File: src/rtl/drive_seq_pkg.sv
// Shared types and default widths for the drive pulse sequencer and its NCO.
package drive_seq_pkg;

  localparam int unsigned DefEnveMemNumEntry  = 1024;
  localparam int unsigned DefEnveMemAddrWidth = 10;
  localparam int unsigned DefPhaseWidth       = 10;
  localparam int unsigned DefAmpWidth         = 8;
  localparam int unsigned DefNcoAccWidth      = 22;
  localparam int unsigned DefPulseLenWidth    = 10;

  // Envelope memory word is {phase, amp}: amp in the LSBs, phase directly above it.
  localparam int unsigned MemAmpLsb = 0;

  typedef enum logic [0:0] {
    StIdle,
    StRun
  } seq_state_e;

endpackage

File: src/rtl/nco_phase_accumulator.sv
// Free-running phase accumulator with loadable frequency word and synchronous phase clear.
module nco_phase_accumulator #(
  parameter int unsigned NCO_ACC_WIDTH = 22,
  parameter int unsigned PHASE_WIDTH   = 10
) (
  input  logic                     i_clk,
  input  logic                     i_rst,
  input  logic                     i_freq_wr_en,
  input  logic [NCO_ACC_WIDTH-1:0] i_freq_wr_data,
  input  logic                     i_phase_sync,
  output logic [PHASE_WIDTH-1:0]   o_phase
);

  logic [NCO_ACC_WIDTH-1:0] r_freq;
  logic [NCO_ACC_WIDTH-1:0] r_acc;

  // A new frequency word only affects the increment after the edge that loads it.
  always_ff @(posedge i_clk) begin
    if (i_rst) begin
      r_freq <= '0;
      r_acc  <= '0;
    end else begin
      if (i_freq_wr_en) begin
        r_freq <= i_freq_wr_data;
      end
      if (i_phase_sync) begin
        r_acc <= '0;
      end else begin
        r_acc <= r_acc + r_freq;
      end
    end
  end

  assign o_phase = r_acc[NCO_ACC_WIDTH-1 -: PHASE_WIDTH];

endmodule

File: src/rtl/drive_pulse_sequencer.sv
// Pulse command sequencer: walks the envelope memory per command and emits
// phase-aligned {nco_phase, envelope phase, amplitude} samples with fixed latency 2.
module drive_pulse_sequencer
  import drive_seq_pkg::*;
#(
  parameter int unsigned ENVE_MEM_NUM_ENTRY  = DefEnveMemNumEntry,
  parameter int unsigned ENVE_MEM_ADDR_WIDTH = DefEnveMemAddrWidth,
  parameter int unsigned PHASE_WIDTH         = DefPhaseWidth,
  parameter int unsigned AMP_WIDTH           = DefAmpWidth,
  parameter int unsigned NCO_ACC_WIDTH       = DefNcoAccWidth,
  parameter int unsigned PULSE_LEN_WIDTH     = DefPulseLenWidth
) (
  input  logic                           clk,
  input  logic                           rst,
  input  logic                           freq_wr_en,
  input  logic [NCO_ACC_WIDTH-1:0]       freq_wr_data,
  input  logic                           phase_sync,
  input  logic                           cmd_valid,
  output logic                           cmd_ready,
  input  logic [ENVE_MEM_ADDR_WIDTH-1:0] cmd_start_addr,
  input  logic [PULSE_LEN_WIDTH-1:0]     cmd_length,
  input  logic [PHASE_WIDTH-1:0]         cmd_phase_offset,
  output logic [ENVE_MEM_ADDR_WIDTH-1:0] enve_mem_rd_addr_out,
  input  logic [PHASE_WIDTH+AMP_WIDTH-1:0] enve_mem_rd_data_in,
  output logic [PHASE_WIDTH-1:0]         nco_phase,
  output logic [PHASE_WIDTH-1:0]         enve_memory_phase,
  output logic [AMP_WIDTH-1:0]           enve_memory_amp,
  output logic                           valid_out,
  output logic                           busy
);

  localparam logic [ENVE_MEM_ADDR_WIDTH-1:0] LastAddr =
    ENVE_MEM_ADDR_WIDTH'(ENVE_MEM_NUM_ENTRY - 1);

  seq_state_e                     r_state, w_state_next;
  logic [ENVE_MEM_ADDR_WIDTH-1:0] r_rd_addr, w_rd_addr_next;
  logic [PULSE_LEN_WIDTH-1:0]     r_remaining, w_remaining_next;
  logic [PHASE_WIDTH-1:0]         r_offset, w_offset_next;

  logic                   r_mem_vld;
  logic [PHASE_WIDTH-1:0] r_mem_offset;
  logic                   r_valid_out;
  logic [PHASE_WIDTH-1:0] r_nco_phase;
  logic [PHASE_WIDTH-1:0] r_enve_phase;
  logic [AMP_WIDTH-1:0]   r_enve_amp;

  logic                   w_last;
  logic                   w_accept;
  logic                   w_start;
  logic [PHASE_WIDTH-1:0] w_acc_phase;
  logic [PHASE_WIDTH-1:0] w_mem_phase;
  logic [AMP_WIDTH-1:0]   w_mem_amp;

  nco_phase_accumulator #(
    .NCO_ACC_WIDTH (NCO_ACC_WIDTH),
    .PHASE_WIDTH   (PHASE_WIDTH)
  ) u_nco (
    .i_clk          (clk),
    .i_rst          (rst),
    .i_freq_wr_en   (freq_wr_en),
    .i_freq_wr_data (freq_wr_data),
    .i_phase_sync   (phase_sync),
    .o_phase        (w_acc_phase)
  );

  assign w_last    = (r_state == StRun) && (r_remaining == '0);
  assign cmd_ready = !rst && ((r_state == StIdle) || w_last);
  assign w_accept  = cmd_valid && cmd_ready;
  assign w_start   = w_accept && (cmd_length != '0);

  always_comb begin
    w_state_next     = r_state;
    w_rd_addr_next   = r_rd_addr;
    w_remaining_next = r_remaining;
    w_offset_next    = r_offset;
    if (r_state == StRun) begin
      w_rd_addr_next = (r_rd_addr == LastAddr) ? '0 : r_rd_addr + ENVE_MEM_ADDR_WIDTH'(1);
      if (w_last) begin
        w_state_next = StIdle;
      end else begin
        w_remaining_next = r_remaining - PULSE_LEN_WIDTH'(1);
      end
    end
    // A command accepted on the final address cycle takes over with no bubble.
    if (w_start) begin
      w_state_next     = StRun;
      w_rd_addr_next   = cmd_start_addr;
      w_remaining_next = cmd_length - PULSE_LEN_WIDTH'(1);
      w_offset_next    = cmd_phase_offset;
    end
  end

  always_ff @(posedge clk) begin
    if (rst) begin
      r_state     <= StIdle;
      r_rd_addr   <= '0;
      r_remaining <= '0;
      r_offset    <= '0;
    end else begin
      r_state     <= w_state_next;
      r_rd_addr   <= w_rd_addr_next;
      r_remaining <= w_remaining_next;
      r_offset    <= w_offset_next;
    end
  end

  assign w_mem_amp   = enve_mem_rd_data_in[MemAmpLsb +: AMP_WIDTH];
  assign w_mem_phase = enve_mem_rd_data_in[AMP_WIDTH +: PHASE_WIDTH];

  // The offset rides along with its address so back-to-back pulses keep their own offsets.
  always_ff @(posedge clk) begin
    if (rst) begin
      r_mem_vld    <= 1'b0;
      r_mem_offset <= '0;
      r_valid_out  <= 1'b0;
      r_nco_phase  <= '0;
      r_enve_phase <= '0;
      r_enve_amp   <= '0;
    end else begin
      r_mem_vld    <= (r_state == StRun);
      r_mem_offset <= r_offset;
      r_valid_out  <= r_mem_vld;
      r_nco_phase  <= w_acc_phase;
      if (r_mem_vld) begin
        r_enve_phase <= w_mem_phase + r_mem_offset;
        r_enve_amp   <= w_mem_amp;
      end else begin
        r_enve_phase <= '0;
        r_enve_amp   <= '0;
      end
    end
  end

  assign enve_mem_rd_addr_out = r_rd_addr;
  assign nco_phase            = r_nco_phase;
  assign enve_memory_phase    = r_enve_phase;
  assign enve_memory_amp      = r_enve_amp;
  assign valid_out            = r_valid_out;
  assign busy                 = (r_state == StRun) || r_mem_vld || r_valid_out;

endmodule

File: config.mk
export PLATFORM = sky130hd
export DESIGN_NAME = drive_pulse_sequencer
export DESIGN_NICKNAME = d
export VERILOG_FILES = /design/src/rtl/drive_seq_pkg.sv /design/src/rtl/nco_phase_accumulator.sv /design/src/rtl/drive_pulse_sequencer.sv
export SDC_FILE = /design/constraint.sdc
export NUM_CORES = 1
export LEC_CHECK = 0
export CAP_MARGIN = 20
export CORE_MARGIN = 2
export CORE_UTILIZATION = 50
export CTS_BUF_LIST = sky130_fd_sc_hd__clkbuf_4
export DETAILED_ROUTE_END_ITERATION = 10
export PLACE_DENSITY = 0.79
export SYNTH_ARGS = -nofsm -noshare
export SYNTH_HDL_FRONTEND = slang
export SYNTH_SLANG_ARGS = --single-unit
export TNS_END_PERCENT = 30
File: constraint.sdc
create_clock -name clk -period 5.1 [get_ports clk]
set_clock_uncertainty 0.2 [all_clocks]
set_input_delay 0.765 -clock clk [delete_from_list [all_inputs] [get_ports clk]]
set_output_delay 0.765 -clock clk [all_outputs]
set_load 0.005 [all_outputs]
-- After elaboration in Yosys (flattened, before gate mapping)
Index checks and enable logic that the tools add are counted.
- add/sub/neg operators: 5
- equality and inequality tests: 2
- mux-type cells: 9
- bitwise gates (word level): 2
- reductions and logical operators: 14
- operator list (operator ; number):
    $mux W10 ; 6
    $add A22 B22 Y22 ; 1
    $sub A10 B1 Y10 const B ; 2
    $add A10 B1 Y10 const B ; 1
    $add A10 B10 Y10 ; 1
    $eq A10 B10 Y1 const B ; 1
    $logic_not A10 Y1 ; 1
    $reduce_bool A10 Y1 ; 1
    $logic_and A1 B1 Y1 ; 4
    $reduce_or A2 Y1 ; 2
    $logic_or A1 B1 Y1 ; 3
    $mux W1 ; 3
    $ne A2 B1 Y1 const B ; 1
    $not A1 Y1 ; 2
    $reduce_and A2 Y1 ; 1
    $reduce_bool A2 Y1 ; 1
    $logic_not A1 Y1 ; 1
- bits in registers: 115
- input port bits: 75
- output and inout port bits: 41
- word-level logic and storage cells: 44

-- Longest topological paths before layout
Gate-level depths: netlist of run 1.
- word-level depth: 8
- depth in mapped cells: 12
- gate-level depth less buffers: 11

-- By module
From an unflattened synthesis of run 1, not the netlist that was laid out.
- cells, all modules: 600
- area total of the unflattened synthesis: 5540.3 µm²
- modules (own cells, without submodules) (module ; instances ; cells each ; area each (µm²) ; seq. area each (µm²)):
    drive_pulse_sequencer ; 1 ; 324 ; 3104.2 ; 1421.4
    nco_phase_accumulator ; 1 ; 276 ; 2436.1 ; 880.8

-- Least setup slack after synthesis of run 1
Ideal clock, no wire load.
- kind: input -> register
- from: in cmd_length[3]
- to: reg r_remaining[6]
- setup time: 0.132 ns
- arrival time: 3.252 ns
- slack: 1.515 ns
- stages on the path: 12
- buffers on the path: 1
- cells stage by stage: or4_4 > o41ai_4 > nor3_4 > buf_2 > mux2i_1 > ha_1 > nand2b_1 > or4_1 > nand2_1 > nand3_1 > o21ai_1 > a21oi_1
- word-level cells in the longest chain between the ends: 4
- ends and longest elaborated chain (element ; RTL line ; source):
    start, declared ; drive_pulse_sequencer.sv:21 ; input logic [PULSE_LEN_WIDTH-1:0] cmd_length,
    parallel branches: the longest is 4 deep, another holds $sub A10 B1 Y10 ; n/a ;
    end signal, assigned ; drive_pulse_sequencer.sv:102 ; r_remaining <= w_remaining_next;
    end, declared ; drive_pulse_sequencer.sv:37 ; logic [PULSE_LEN_WIDTH-1:0] r_remaining, w_remaining_next;
Several ways; the timed one is not identified.
A chain may end at the register's enable or synchronous reset.

-- Final worst setup path of run 1
Ends and elaborated chain as after synthesis.

==> run summary, run 1 <==
## Finish
- 0 — number of diodes
- 847 — final cell count without fillers
- 0.0858 — share of post-route cells with drive strength above 1
- 807 — Nets
- 6940 um2 — design area
- 28.9% — area growth from synthesis to final layout

## Yosys
- 0.0818 — arithmetic-cell share of the synthesized area counting full adders, half adders and majority gates
- 0 — count of flip-flops with a built-in enable after synthesis
- 0 — number of warnings reported in the yosys synthesis log
- 5380 um2 — combined area of all synthesized cells
- 687 — Mapped Nets
- 0.155 — compound-gate portion of the synthesized area
- 115 — number of synthesized register bits
- 0.199 — fraction of the mapped netlist area in simple logic gates
- simple AND/OR/NAND/NOR gates — dominant combinational cell family by area after synthesis
- 0.428 — sequential element share of the synthesized area
- sky130_fd_sc_hd__dfxtp_1 — Synth Flop Type
- 59 — number of different library cells in the post-synthesis netlist
- 578 — cells after synthesis
- 0.0693 — mux contribution to synthesized area
- 0.0439 — xor-xnor portion of the synthesized cell area
- 9.31 um2 — syn avg cell area
- 0 — Synth async-reset ratio

## Floorplanning
- 11600 um2 — full die area
- 108 um — Die Y-Extent
- 10400 um2 — area of the core
- 108 um — die width
- 0.519 — initial core utilization
- 37 — number of core rows
- 116 — number of top-level pins

## Timing
- 0 — final count of negative-setup-slack endpoints
- 0 — count of pins over their slew limit
- 0 ns — Sum Neg Setup Slack
- 0 — Hold Fails Final Rpt
- 0.735 — share of the clock period used by the worst path
- 0.525 — remaining max-slew budget at the tightest pin
- 1.35 ns — post-route worst setup slack
- false — setup repair after global routing missed its margin
- 0.267 GHz — fmax
- 3.75 ns — post-layout min period
- 0.705 ns — worst-margin pin slew

## Clock tree
- 2 — clk buf depth
- sky130_fd_sc_hd__clkbuf_4 — root buffer selected by CTS
- 0 — count of instances resized after the clock tree is built
- 17 — total clock buffers created by CTS
- done — CTS tree
- 115 — TritonCTS sink count
- 0.12 ns — clk slew on worst S/H paths
- 0 — CTS Hold Bufs
- 0.51 ns — Worst-Skew Late Latency
- 4 — # H-tree levels
- 0 — Post CTS Setup Buffer Count

## Place
- 0.845 — gpl congestion
- 0.685 ns — Post-Place Setup Slack
- 9220 um — DP HPWL
- 115 — # port buffers
- 6650 um2 — total cell area at the placement stage
- 814 — placed cell count

## Setup path
- r_remaining[6]$_SDFFE_PP0P_ — FF-to-FF End
- register — capturing element type of the critical path
- input pin — sort of element at the start of the critical path
- 6 — critical-path maximum fanout
- in -> reg — kind of critical path
- 1.58 ns — reg-to-reg setup timing slack
- 3.93 ns — Data arrival, critical path
- 5.28 ns — Crit path required time
- r_remaining[6]$_SDFFE_PP0P_ — destination of the critical timing path
- r_remaining[3]$_SDFFE_PP0P_ — startpoint of the worst register-to-register path
- cmd_length[3] — launching instance or port of the critical path
- 11 — cell count of the worst reg-to-reg path

## Routing
- 0 — Final ANT Viol Nets
- 0 — total DRC errors in the routed layout
- 4690 — overall via count from detail_route
- 14.7 um — detailed-route wire length per cell
- 5 — drt pass-1 iters
- 5.54 — drt via density
- 12400 um — final routed wirelength across all metal layers
- 257 — 1st-iter DRT viols

## Power
- 2.81 nW — static power due to leakage
- 0.500 — share of total power in sequential cells
- 607 uW — sw power
- 290 nW/um2 — power density normalized to cell area
- 140 uV — worst voltage drop across the vdd grid
- 2.01 mW — post-layout power
- 1.41 mW — internal power contribution
- 0.194 — portion of total power attributed to combinational logic
- 0.306 — power share of the clock group
- 0.301 — Net Sw Frac

## Global route
- 0.217 — Tot GR Track Use
- 4556 — vias in the first global route
- 20100 um — global-route wire length before repair
- 0 — overflow left after global routing
- 1 — initial antenna violation count
- 68 — maximum number of pins on one net before global-route repair

## Flow run
- 0 — total of max-cap violations

## Min path
- reg -> reg — path class of the lowest-slack min-delay path

## Run status
- finished, final reports clean — outcome

[synthesized netlist by cell type (2+ instances only)]
cell type | number | share of area
sky130_fd_sc_hd__a211oi_1 | 14 | 0.020
sky130_fd_sc_hd__o2111ai_1 | 2 | 0.0033
sky130_fd_sc_hd__nand2b_1 | 9 | 0.010
sky130_fd_sc_hd__inv_1 | 16 | 0.011
sky130_fd_sc_hd__buf_1 | 3 | 0.0021
sky130_fd_sc_hd__ha_1 | 32 | 0.074
sky130_fd_sc_hd__nor4_1 | 3 | 0.0035
sky130_fd_sc_hd__mux2i_1 | 26 | 0.048
sky130_fd_sc_hd__a32oi_1 | 2 | 0.0033
sky130_fd_sc_hd__a31oi_1 | 7 | 0.0081
sky130_fd_sc_hd__buf_2 | 3 | 0.0028
sky130_fd_sc_hd__o21a_1 | 4 | 0.0056
sky130_fd_sc_hd__nor2_1 | 78 | 0.054
sky130_fd_sc_hd__o211ai_1 | 5 | 0.0070
sky130_fd_sc_hd__or4_4 | 2 | 0.0042
sky130_fd_sc_hd__mux2_2 | 10 | 0.021
sky130_fd_sc_hd__a21o_1 | 5 | 0.0070
sky130_fd_sc_hd__nor3_1 | 20 | 0.019
sky130_fd_sc_hd__dfxtp_1 | 115 | 0.43
sky130_fd_sc_hd__a211o_1 | 3 | 0.0049
sky130_fd_sc_hd__o21ai_0 | 30 | 0.028
sky130_fd_sc_hd__o31a_1 | 2 | 0.0033
sky130_fd_sc_hd__o31ai_1 | 2 | 0.0028
sky130_fd_sc_hd__or3_1 | 7 | 0.0081
sky130_fd_sc_hd__clkbuf_1 | 11 | 0.0077
sky130_fd_sc_hd__xnor2_1 | 16 | 0.026
sky130_fd_sc_hd__and2_1 | 10 | 0.012
sky130_fd_sc_hd__nand2_1 | 30 | 0.021
sky130_fd_sc_hd__or2_2 | 3 | 0.0035
sky130_fd_sc_hd__fa_1 | 2 | 0.0074
sky130_fd_sc_hd__xor2_1 | 11 | 0.018
sky130_fd_sc_hd__or4_1 | 5 | 0.0070
sky130_fd_sc_hd__o41ai_2 | 2 | 0.0060
sky130_fd_sc_hd__a21oi_1 | 27 | 0.025
sky130_fd_sc_hd__and3_1 | 2 | 0.0023
sky130_fd_sc_hd__nand3_1 | 9 | 0.0084
sky130_fd_sc_hd__nor2b_1 | 28 | 0.033
[metrics by stage]
step	hold WS (ns)	util
3_5_place_dp	0.255	0.641
6_report	0.267	0.669
5_1_grt	0.282	0.669
2_1_floorplan	0.242	-
4_1_cts	0.271	0.666
3_3_place_gp	0.250	0.641
[worst max-delay path, cell delays in order]
cell and delay, ns:
sky130_fd_sc_hd__clkdlybuf4s50_1 0.54, sky130_fd_sc_hd__or4_4 0.64, sky130_fd_sc_hd__o41ai_4 0.53, sky130_fd_sc_hd__nor3_4 0.12, sky130_fd_sc_hd__mux2i_1 0.18, sky130_fd_sc_hd__ha_1 0.28
sky130_fd_sc_hd__nand2b_1 0.12, sky130_fd_sc_hd__or4_1 0.43, sky130_fd_sc_hd__nand2_1 0.09, sky130_fd_sc_hd__nand3_1 0.07, sky130_fd_sc_hd__o21ai_1 0.09, sky130_fd_sc_hd__a21oi_1 0.08
[cell families after synthesis]
family / after synthesis
simple gates: 212
compound gates: 121
flops: 115
mux: 36
fa+ha+maj: 34
buf+inv: 33
xor+xnor: 27
[sequential cells by signal, indices dropped and copies added, names as in the netlist]
| name | flops |
|---|---|
| u_nco.r_freq | 22 |
| valid_out | 1 |
| nco_phase | 10 |
| enve_memory_amp | 8 |
| r_offset | 10 |
| r_remaining | 10 |
| r_state | 1 |
| r_mem_offset | 10 |
| r_mem_vld | 1 |
| enve_mem_rd_addr_out | 10 |
| u_nco.r_acc | 22 |
| enve_memory_phase | 10 |
[power by group through the flow]
stage                     clock, mW  combinational [mW]  sequential, mW
final                         0.616               0.390            1.01
after global routing          0.669               0.429            1.01
after CTS                     0.628               0.386            1.01
after floorplan                   0               0.243            1.01
after detailed placement          0               0.384            1.03
after global placement            0               0.370            1.02
[worst min path at each step]
stage / end / slack, ns / cells after the start / start
floorplan: nco_phase[0]$_SDFF_PP0_ / 0.24 / 1 / u_nco.r_acc[12]$_SDFF_PP0_
global placement: nco_phase[6]$_SDFF_PP0_ / 0.25 / 1 / u_nco.r_acc[18]$_SDFF_PP0_
detailed placement: nco_phase[8]$_SDFF_PP0_ / 0.25 / 1 / u_nco.r_acc[20]$_SDFF_PP0_
CTS: r_mem_offset[8]$_SDFF_PP0_ / 0.27 / 1 / r_offset[8]$_SDFFE_PP0P_
global route: r_mem_offset[1]$_SDFF_PP0_ / 0.28 / 1 / r_offset[1]$_SDFFE_PP0P_
finish: r_mem_offset[1]$_SDFF_PP0_ / 0.27 / 1 / r_offset[1]$_SDFFE_PP0P_
[final cells by class]
type                    count  area [um2]
inverters                  16        60.1
repair buffers            118        1190
multi-input cells         430        2950
clock inverters            15         136
flip-flops and latches    115        2300
well taps                 136         170
clock buffers              17         128
fillers                   842        3430
[cells in the final DEF, fill, tap and decap left out, drive strengths merged, types with 3 or more instances in the layout]
master | netlist | routed
nor3 | 22 | 22
or3 | 7 | 7
clkdlybuf4s50 | 0 | 114
xnor2 | 16 | 16
xor2 | 11 | 11
inv | 16 | 18
or4 | 7 | 7
o21ai | 31 | 31
buf | 6 | 4
or2 | 3 | 3
nor2b | 28 | 28
nand2 | 31 | 31
a21o | 5 | 5
a211oi | 14 | 14
a211o | 3 | 3
clkinvlp | 0 | 7
nor2 | 79 | 79
o211ai | 5 | 5
a21oi | 27 | 27
nor4 | 4 | 4
o21a | 4 | 4
a31oi | 7 | 7
clkbuf | 11 | 17
o41ai | 4 | 4
mux2i | 26 | 26
clkinv | 0 | 5
dfxtp | 115 | 115
ha | 32 | 32
mux2 | 10 | 10
nand3 | 9 | 9
and2 | 10 | 10
nand2b | 9 | 9
[metal layers]
metal  vias to the layer above  wire [um]  global-route usage  part of all wire
li1                       2294          -                   -                 -
met1                      2175       5240               0.259              0.42
met2                       186       5980               0.373              0.48
met3                        33        903              0.0527             0.073
met4                         2        300              0.0879             0.024
met5                         -         13                   0            0.0010
Note: power is estimated with default switching activity, not from simulation.
==> run 2: changes to the inputs <==
clock period = 3.6 ns   (was 5.1 ns; I/O delays follow)
==> run 2 against run 1 <==
Compared with the run above: power grew 45%; sequential share of layout area down 0.25 points; flip-flop and latch count did not move; final area increased by 0.76%; combinational power increased by 43%; highest routed layer is now met4.
==> run summary, run 2 (synthesized netlist as in run 1, its figures left out) <==
## Run status
- finished, final reports clean — outcome

## Flow run
- 0 — total of max-cap violations

## Timing
- false — setup repair after global routing missed its margin
- 0 — Hold Fails Final Rpt
- 0.925 — share of the clock period used by the worst path
- 0 — count of pins over their slew limit
- 0.507 — remaining max-slew budget at the tightest pin
- 0 — final count of negative-setup-slack endpoints
- 3.33 ns — post-layout min period
- 0 ns — Sum Neg Setup Slack
- 0.251 ns — hold slack
- 0.272 ns — post-route worst setup slack
- 0.732 ns — worst-margin pin slew
- 0.300 GHz — fmax

## Floorplanning
- 116 — number of top-level pins
- 0.519 — initial core utilization
- 108 um — Die Y-Extent
- 11600 um2 — full die area
- 10400 um2 — area of the core
- 108 um — die width
- 37 — number of core rows

## Global route
- 66 — maximum number of pins on one net before global-route repair
- 0.221 — Tot GR Track Use
- 0 — initial antenna violation count
- 4562 — vias in the first global route
- 20600 um — global-route wire length before repair
- 0.391 — M2 GR Usage
- 0.0515 — routing usage on met3
- 0 — overflow left after global routing
- met2 — most used routing layer
- 0.263 — met1 GRT Util

## Clock tree
- 0.49 ns — Worst-Skew Late Latency
- 115 — TritonCTS sink count
- 2 — clk buf depth
- 4 — # H-tree levels
- sky130_fd_sc_hd__clkbuf_4 — root buffer selected by CTS
- 0 — Post CTS Setup Buffer Count
- 17 — total clock buffers created by CTS
- 0 — count of instances resized after the clock tree is built
- 0.12 ns — clk slew on worst S/H paths
- 0 — CTS Hold Bufs
- done — CTS tree

## Finish
- 2300 um2 — Reg area
- 0.0947 — share of post-route cells with drive strength above 1
- 865 — count of filler cells inserted in the layout
- 0 — number of diodes
- u_nco.r_acc (22), u_nco.r_freq (22) — leading registers by flop count
- 2950 um2 — multi-input gate area in the final layout
- sky130_fd_sc_hd__dfxtp_1 — most common library cell in the layout ignoring fill and taps
- sky130_fd_sc_hd__dfxtp_1 (115), sky130_fd_sc_hd__clkdlybuf4s50_1 (114), sky130_fd_sc_hd__nor2_1 (78) — highest-count cells in the layout ignoring fill and taps
- 814 — Nets
- 29.9% — area growth from synthesis to final layout

## Min path
- reg -> reg — path class of the lowest-slack min-delay path

## Setup path
- reg -> reg — kind of critical path
- 0.27 ns — reg-to-reg setup timing slack
- register — sort of element at the start of the critical path
- sky130_fd_sc_hd__or4_4 — Max stage delay cell, worst path
- 3.48 ns — Data arrival, critical path
- register — capturing element type of the critical path
- 6 — critical-path maximum fanout
- 3.75 ns — Crit path required time
- 0 — worst path buffer plus inverter count
- 0.60 ns — delay of the slowest cell on the worst path
- or4_4, o41a_4, nor3_4, mux2i_1, ha_1, nand2b_1, or4_1, nand2_1, nand3_1, o21ai_1, a21oi_1 — cells along the critical path
- simple AND/OR/NAND/NOR gates — Top delay family on crit path

## Power
- 2.85 nW — static power due to leakage
- 2.92 mW — post-layout power
- 417 nW/um2 — power density normalized to cell area
- 289 uV — worst voltage drop across the vdd grid

## Place
- 9320 um — DP HPWL
- 115 — # port buffers
- 0.900 — gpl congestion
- 0.00829 ns — Post-Place Setup Slack

## Routing
- 0 — total DRC errors in the routed layout
- 14.6 um — detailed-route wire length per cell
- 5 — drt pass-1 iters
- 0 — Final ANT Viol Nets
- 297 — 1st-iter DRT viols
- 12500 um — final routed wirelength across all metal layers
- 4668 — overall via count from detail_route
- 5.47 — drt via density

[run 2: changes by cell type in the layout (fill, tap and decap cells not counted), sizes merged]
| cell | change |
|---|---|
| buf | +7 |
| clkinvlp | -2 |
| bufinv | +1 |
| inv | +1 |
[run 2: final timing paths]
check | cells after the start | from | endpoint
setup / recovery | 11 | r_remaining[3]$_SDFFE_PP0P_ | r_remaining[6]$_SDFFE_PP0P_
hold / removal | 1 | r_offset[5]$_SDFFE_PP0P_ | r_mem_offset[5]$_SDFF_PP0_
setup reg to reg | 11 | r_remaining[3]$_SDFFE_PP0P_ | r_remaining[6]$_SDFFE_PP0P_
hold reg to reg | 1 | r_offset[5]$_SDFFE_PP0P_ | r_mem_offset[5]$_SDFF_PP0_
[run 2: worst reg2reg max path: stages (launching register included)]
cell,delay (ns)
sky130_fd_sc_hd__dfxtp_1,0.37
sky130_fd_sc_hd__or4_4,0.60
sky130_fd_sc_hd__o41a_4,0.50
sky130_fd_sc_hd__nor3_4,0.24
sky130_fd_sc_hd__mux2i_1,0.23
sky130_fd_sc_hd__ha_1,0.22
sky130_fd_sc_hd__nand2b_1,0.10
sky130_fd_sc_hd__or4_1,0.42
sky130_fd_sc_hd__nand2_1,0.09
sky130_fd_sc_hd__nand3_1,0.07
sky130_fd_sc_hd__o21ai_1,0.09
sky130_fd_sc_hd__a21oi_1,0.08
[run 2: final cells by class]
class	count	area share
clock buffer	17	0.0183
clock inverter	15	0.0224
inverter	16	0.00859
multi-input combinational	430	0.422
sequential	115	0.329
tap	136	0.0243
timing repair buffer	125	0.175
[run 2: power by group]
| group | leakage, nW | internal [mW] | switching (mW) | total, mW |
|---|---|---|---|---|
| registers | 0.941 | 1.36 | 0.0677 | 1.42 |
| clock network | 0.141 | 0.415 | 0.516 | 0.932 |
| logic | 1.77 | 0.295 | 0.264 | 0.559 |
[run 2: metrics by stage]
stage               utilization  cells  area, um2
CTS                       0.674    854       6990
finish                    0.674    854       6990
global route              0.674    854       6990
detailed placement        0.647    822       6710
global placement          0.647    822       6710
floorplan                     -    578       5380
[run 2: layer usage]
layer / part of all wire / vias up
li1: - / 2306
met1: 0.43 / 2171
met2: 0.49 / 166
met3: 0.062 / 25
met4: 0.018 / 0
met5: 0 / -
